## src/rtl/hazard_pkg.sv

```systemverilog
// Shared constants and types for the pipeline hazard sequencer.
package hazard_pkg;

  localparam int CNT_W           = 4;
  localparam int MULT_CYCLES_DEF = 5;
  localparam int DIV_CYCLES_DEF  = 10;

  // A tuse of 3 can never be below any tnew, so unused operands never stall.
  localparam logic [1:0] TUSE_NONE = 2'd3;

  typedef enum logic {MD_IDLE, MD_BUSY} md_state_e;

  function automatic logic raw_hit(input logic [4:0] src, input logic [1:0] tuse,
                                   input logic [4:0] wa, input logic [1:0] tnew);
    return (src != 5'd0) && (src == wa) && (tuse < tnew);
  endfunction

endpackage

```

## src/rtl/md_busy_timer.sv

```systemverilog
// Multiply/divide busy timer: loads a cycle count when an MD op leaves E, counts down to idle.
module md_busy_timer
  import hazard_pkg::*;
#(
  parameter int MULT_CYCLES = MULT_CYCLES_DEF,
  parameter int DIV_CYCLES  = DIV_CYCLES_DEF
) (
  input  logic clk,
  input  logic reset,
  input  logic start,
  input  logic isdiv,
  input  logic int_req,
  output logic md_busy
);

  logic [CNT_W-1:0] cnt, cnt_nxt;
  md_state_e        state;

  always_ff @(posedge clk) begin
    if (reset) cnt <= '0;
    else       cnt <= cnt_nxt;
  end

  // A start flushed by int_req never loads; an already running op keeps counting.
  always_comb begin
    cnt_nxt = cnt;
    if (start && !int_req)
      cnt_nxt = isdiv ? CNT_W'(DIV_CYCLES) : CNT_W'(MULT_CYCLES);
    else if (cnt != '0)
      cnt_nxt = cnt - CNT_W'(1);
  end

  always_comb begin
    state   = (cnt != '0) ? MD_BUSY : MD_IDLE;
    md_busy = (state == MD_BUSY);
  end

endmodule

```

## src/rtl/hazard_ctrl.sv

```systemverilog
// Pipeline sequencer: data/MD/eret stalls, ID/EX bubbles and exception flush.
module hazard_ctrl
  import hazard_pkg::*;
#(
  parameter int MULT_CYCLES = MULT_CYCLES_DEF,
  parameter int DIV_CYCLES  = DIV_CYCLES_DEF
) (
  input  logic       clk,
  input  logic       reset,
  input  logic [4:0] d_rs,
  input  logic [4:0] d_rt,
  input  logic [1:0] d_tuse_rs,
  input  logic [1:0] d_tuse_rt,
  input  logic [4:0] e_wa,
  input  logic [4:0] m_wa,
  input  logic [1:0] e_tnew,
  input  logic [1:0] m_tnew,
  input  logic       d_is_md,
  input  logic       e_md_start,
  input  logic       e_md_isdiv,
  input  logic       d_eret,
  input  logic       e_mtc0_epc,
  input  logic       m_mtc0_epc,
  input  logic       int_req,
  output logic       stall,
  output logic       clr_e,
  output logic       flush,
  output logic       md_busy
);

  logic data_hz, md_hz, eret_hz, stall_raw;

  md_busy_timer #(
    .MULT_CYCLES(MULT_CYCLES),
    .DIV_CYCLES (DIV_CYCLES)
  ) u_timer (
    .clk    (clk),
    .reset  (reset),
    .start  (e_md_start),
    .isdiv  (e_md_isdiv),
    .int_req(int_req),
    .md_busy(md_busy)
  );

  always_comb begin
    data_hz   = raw_hit(d_rs, d_tuse_rs, e_wa, e_tnew) |
                raw_hit(d_rt, d_tuse_rt, e_wa, e_tnew) |
                raw_hit(d_rs, d_tuse_rs, m_wa, m_tnew) |
                raw_hit(d_rt, d_tuse_rt, m_wa, m_tnew);
    md_hz     = d_is_md & (md_busy | e_md_start);
    eret_hz   = d_eret & (e_mtc0_epc | m_mtc0_epc);
    stall_raw = data_hz | md_hz | eret_hz;
    // An exception flush overrides every stall source.
    stall     = stall_raw & ~int_req;
    clr_e     = stall_raw & ~int_req;
    flush     = int_req;
  end

endmodule

```

## config.mk

```make
export PLATFORM = sky130hd
export DESIGN_NAME = hazard_ctrl
export DESIGN_NICKNAME = d
export VERILOG_FILES = /design/src/rtl/hazard_pkg.sv /design/src/rtl/md_busy_timer.sv /design/src/rtl/hazard_ctrl.sv
export SDC_FILE = /design/constraint.sdc
export NUM_CORES = 1
export LEC_CHECK = 0
export CORE_MARGIN = 3
export CORE_UTILIZATION = 25
export DETAILED_ROUTE_END_ITERATION = 10
export REMOVE_ABC_BUFFERS = 1
export SYNTH_ARGS = -nofsm -noshare
export SYNTH_HDL_FRONTEND = slang
export SYNTH_SLANG_ARGS = --single-unit
export TNS_END_PERCENT = 20
```

## constraint.sdc

```tcl
create_clock -name clk -period 2.4 [get_ports clk]
set_clock_uncertainty 0.1 [all_clocks]
set_input_delay 0.48 -clock clk [delete_from_list [all_inputs] [get_ports clk]]
set_output_delay 0.48 -clock clk [all_outputs]
set_load 0.005 [all_outputs]
```

==> results_dict.tcl, run 1 <==
set metrics [dict create \
    status "finished, final reports clean" \
    relSlewSlack_pct 82.34 \
    syn_inst 77 \
    fmax_mhz 425.3 \
    hold_class "reg -> reg" \
    comb_power_share_pct 68.6 \
    die_y_um 56.87 \
    rows 17 \
    vias_per_cell 4.756 \
    regMostFlops "u_timer.cnt" \
    die_w_um 56.87 \
    synth_ff_type "dfxtp_1" \
    drive_gt1_share_pct 56.06 \
    pwr-share-clk_pct 12.4 \
    grt_start_max_net_pins 5 \
    drc 0 \
    h-tree-depth 1 \
    cp-startpoint "m_wa[1]" \
    dr_wl_met2_um 1453 \
    fin_crit_ns 2.351 \
    drt_first_pass_iters 4 \
    worstMarginPinSlew_ns 0.2637 \
    synthTopCellsByArea "xnor2_1, dfxtp_1, ha_1" \
    synth_edf_count 0 \
    drt_wl_total_um 2419 \
    fin_setup_tns_ns 0 \
    yosysTopAreaCell "xnor2_1" \
    critical_path_arrival_ns 1.77 \
    drtIter0Drc 7 \
    critPathCaptureType "output port" \
    die_area_mm2 0.003234 \
    reg_top3 "u_timer.cnt x4" \
    syn_avg_cell_area_um2 8.401 \
    ant_nets 0 \
    grt_pass1_vias 893 \
    gr-total-overflow 0 \
    top_layer_used "met3" \
    p_total_w 0.0006646 \
    cp.required_ns 1.82 \
    grt_antenna_before_repair 0 \
    gp_congestion 0.8743 \
    dp.final_hpwl_um 1809 \
    yosysMostFrequentCell "xnor2_1" \
    cts-root-buf "clkbuf_4" \
    nets 177 \
    maxCapViolations 0 \
    syn-cell-area_um2 646.9 \
    cts-buffers-inserted 3 \
    largest_register_ffs 4 \
    dr_wl_met3_um 127 \
    clk_pin_slew_ns 0.04 \
    slowest_stage "a2111oi_4" \
    synth_cell_types 26 \
    hold_violations 0 \
    via_count 761 \
    final-setup-viol-count 0 \
    cts.sinks 4 \
    path_max_fanout 2 \
    post-route-period-util_pct 97.96 \
    grt_pass1_wl_um 3967 \
    leakage_nw 0.5572 \
    path_cells "buf_2 -> xor2_2 -> a2111oi_4 -> nand4_1 -> o2bb2ai_4 -> a41oi_2 -> buf_2" \
    p_per_area_mw_per_mm2 503.5 \
    clk_path_buf_depth 2 \
    antenna_cells 0 \
    cp_common_cell "buf_2" \
    r2r_start "u_timer.cnt[0]" \
    synth-seq-cells 4 \
    synthArstFlopShare_pct 0 \
    peakVddDrop_mv 0.5306 \
    power_frac_seq_pct 19.1 \
    worstSetupPathType "in -> out" \
    nFillCells 234 \
    io_pins 41 \
    hold_buffers 0 \
    track_usage_pct 15.85 \
    cp_slowest_stage_delay_ns 0.33 \
    drv_slew 0 \
    wl_met1_um 838 \
    synth_seq_area_share_pct 12.38 \
    holdCritStartpoint "u_timer.cnt[1]" \
    wl_per_cell_um 15.12 \
    setup_ws_ns 0.04885 \
    synth_common_cells "xnor2_1, xor2_1, ha_1, nor2_1, inv_1" \
    clock_latency_ns 0.24 \
    p_int_w 0.0003994 \
    initial_core_util_pct 27.65 \
    io_buffers 40 \
    tritoncts "done" \
    core_area_mm2 0.002340 \
    area_growth_pct 104.1 \
    dp_slack_ns -0.7322 \
    power.net_switching_w 0.0002651 \
    yosysTopAreaCellShare_pct 20.31 \
    swShare_pct 39.90 \
    synth_warnings 0 \
    startpoint_type "primary input" \
]
-- cell type report --
type / count / area [µm²] / share of cell area [%]
clock buffer: 3 / 22.52 / 1.706
inverter: 6 / 30.03 / 2.275
multi-input combinational: 65 / 759.5 / 57.54
sequential: 4 / 80.08 / 6.066
tap: 28 / 35.03 / 2.654
timing repair buffer: 54 / 392.9 / 29.76
-- cells in the final DEF, fill, tap and decap left out, types with 5 or more instances in the layout --
cell             count
xnor2_1              8
nor2_1               6
xnor2_2              7
buf_2               10
buf_6                5
buf_4               12
clkdlybuf4s50_1     10
clkbuf_2            14
-- logic make-up (layout without fill, tap and decap cells) --
kind of cell               Yosys count  count (layout)  synth area share, %
xor gates and xnor gates            23              23                31.14
DFF                                  4               4                12.38
adders and majority gates            6               6                11.61
AOI/OAI and AO/OA                   14              14                19.92
and+or+nand+nor                     22              22                18.76
buffers and inverters                8              63                6.190
-- layer usage --
metal	up-vias	track usage [%]
li1	382	-
met1	356	15.67
met2	23	32.34
met3	0	2.759
met4	0	4.967
met5	-	0
-- repair_timing --
action / in CTS / in global routing
resized for setup: 99 / 36
buffers inserted: 3 / 0
setup endpoints to repair: 2 / 2
pin swaps: 20 / 24
-- stage by stage --
step / area, µm² / utilization, % / cells / hold slack, ns
3_5_place_dp: 1157 / 49.47 / 155 / 0.5116
2_1_floorplan: 631.9 / - / 75 / 0.4491
5_1_grt: 1320 / 56.42 / 160 / 0.5444
6_report: 1320 / 56.42 / 160 / 0.5184
3_3_place_gp: 1157 / 49.47 / 155 / 0.5073
4_1_cts: 1368 / 58.45 / 161 / 0.5169
-- power by group through the flow --
stage,logic [W],clock network (W),registers (W)
final,0.000456,0.0000823,0.000127
after global routing,0.000504,0.0000907,0.000131
after CTS,0.000458,0.0000895,0.000126
after detailed placement,0.000423,0,0.000127
after global placement,0.000423,0,0.000126
after floorplan,0.000254,0,0.000122
-- worst max-delay path, delay by kind of cell --
| kind | cells | cell delay (ns) |
|---|---|---|
| xor gates and xnor gates | 1 | 0.19 |
| AOI/OAI and AO/OA | 3 | 0.62 |
| and+or+nand+nor | 1 | 0.21 |
| buffers and inverters | 2 | 0.27 |
-- path summary, 6_finish.rpt --
| check | to | slack, ns | depth (start not counted) |
|---|---|---|---|
| worst max-delay path | clr_e | 0.05 | 7 |
| worst min-delay path | u_timer.cnt[1] | 0.52 | 2 |
| worst max register to register | u_timer.cnt[0] | 1.05 | 6 |
| worst min register to register | u_timer.cnt[1] | 0.52 | 2 |
Note: power is estimated with default switching activity, not from simulation.
==> inputs of run 2 (changes only) <==
==> constraint.sdc (replaced) <==
create_clock -name clk -period 2.4 [get_ports clk]
set_clock_uncertainty 0.1 [all_clocks]
set_input_delay 0.48 -clock clk [delete_from_list [all_inputs] [get_ports clk]]
set_output_delay 0.48 -clock clk [all_outputs]
set_load 0.1 [all_outputs]
==> results_dict.tcl, run 2 (same netlist as run 1, synthesis figures left out) <==
set metrics [dict create \
    status "finished with violations" \
    violations "setup timing" \
    clk_pin_slew_ns 0.04 \
    nFillCells 221 \
    h-tree-depth 1 \
    clock_latency_ns 0.24 \
    slowest_stage "a2111oi_4" \
    worstMarginPinSlew_ns 0.3351 \
    die_y_um 56.87 \
    fmax_mhz 393.4 \
    final_cell_mix "xnor2_1, buf_4, clkbuf_2" \
    relSlewSlack_pct 77.43 \
    drt_first_pass_iters 4 \
    drt_wl_total_um 2239 \
    post-route-period-util_pct 105.9 \
    ant_nets 0 \
    regMostFlops "u_timer.cnt" \
    cts-root-buf "clkbuf_4" \
    antenna_cells 0 \
    cp.required_ns 1.82 \
    drive_gt1_share_pct 47.33 \
    final-setup-viol-count 2 \
    io_pins 41 \
    largest_register_ffs 4 \
    grt_pass1_wl_um 3629 \
    gp_congestion 0.9163 \
    nets 176 \
    hold_class "reg -> reg" \
    grt_antenna_before_repair 0 \
    reg_top3 "u_timer.cnt x4" \
    setup_ws_ns -0.1419 \
    dp_slack_ns -0.5552 \
    via_count 761 \
    rows 17 \
    tritoncts "done" \
    final_common_cell "xnor2_1" \
    wl_per_cell_um 14.08 \
    maxCapViolations 0 \
    startpoint_type "primary input" \
    leakage_nw 0.5667 \
    die_area_mm2 0.003234 \
    p_per_area_mw_per_mm2 645.5 \
    peakVddDrop_mv 0.9816 \
    post-route-util_pct 59.09 \
    core_area_mm2 0.002340 \
    crit_buf_inv 2 \
    track_usage_pct 14.31 \
    critPathCaptureType "output port" \
    dp.final_hpwl_um 1776 \
    drtIter0Drc 25 \
    critPathTopFamily "compound AO/OA/AOI/OAI gates" \
    drv_slew 0 \
    final_area_mm2 0.001383 \
    area_growth_pct 113.7 \
    rsz0062_at_grt "true" \
    cts.sinks 4 \
    die_w_um 56.87 \
    grt_pass1_vias 854 \
    gr-total-overflow 0 \
    initial_core_util_pct 27.65 \
    grt_start_max_net_pins 5 \
    path_cells "buf_8 -> ha_4 -> a2111oi_4 -> nand4_1 -> o2bb2ai_4 -> a41oi_4 -> buf_12" \
    drc 0 \
    dpl-instance-area_mm2 0.001197 \
    cts-buffers-inserted 3 \
    fin_crit_ns 2.542 \
    critical_path_arrival_ns 1.96 \
    cp_slowest_stage_delay_ns 0.34 \
    worstSetupPathType "in -> out" \
    hold_ws_ns 0.4992 \
    path_max_fanout 2 \
    clk_path_buf_depth 2 \
    hold_violations 0 \
    io_buffers 40 \
    vias_per_cell 4.786 \
]
-- run 2: final timing paths --
kind,depth (start not counted),endpoint,start,slack [ns]
max,7,clr_e,d_tuse_rs[1],-0.14
min,2,u_timer.cnt[1],u_timer.cnt[1],0.50
max reg2reg,6,u_timer.cnt[0],u_timer.cnt[0],1.02
min reg2reg,2,u_timer.cnt[1],u_timer.cnt[1],0.50
-- run 2: layout make-up --
cell class	instances	area, µm²	share of cell area [%]
Clock buffer	3	22.52	1.629
Inverter	6	27.53	1.991
Multi-Input combinational cell	65	724.4	52.40
Sequential cell	4	80.08	5.792
Tap cell	28	35.03	2.534
Timing Repair Buffer	53	493.0	35.66
-- run 2: layer usage --
layer	track usage (%)	part of all wire (%)	vias up
met5	0	0	-
met4	9.603	4.3	0
met3	2.989	6.0	9
met2	25.91	52	30
met1	14.48	38	347
li1	-	-	375
-- run 2: power by group --
group / total [W] / switching (W) / internal, W
clock: 0.0000856 / 0.0000295 / 0.0000561
sequential: 0.000125 / 0.0000250 / 0.000100
combinational: 0.000682 / 0.000385 / 0.000297
total: 0.000892 / 0.000440 / 0.000453
-- run 2: tightest hold or removal path, cell delays in order (launching register included) --
cell,delay (ns)
dfxtp_1,0.31
o211ai_1,0.17
a21oi_1,0.06
-- run 2: stage by stage --
| step | setup TNS [ns] | power (W) | std cells |
|---|---|---|---|
| after global routing | -0.4116 | 0.0009580 | 159 |
| final | -0.2835 | 0.0008924 | 159 |
| after floorplan | -2.420 | 0.0005307 | 75 |
| after global placement | -1.048 | 0.0007710 | 155 |
| after CTS | -0.4348 | 0.0008967 | 159 |
| after detailed placement | -1.110 | 0.0007730 | 155 |
-- run 2: timing repair --
| item | CTS | global route |
|---|---|---|
| pin swaps | 16 | 16 |
| hold buffers | 0 | 0 |
| buffers inserted | 1 | 0 |
| setup endpoints to repair | 2 | 2 |
| cloned | 0 | 0 |
| gates resized for setup | 80 | 27 |
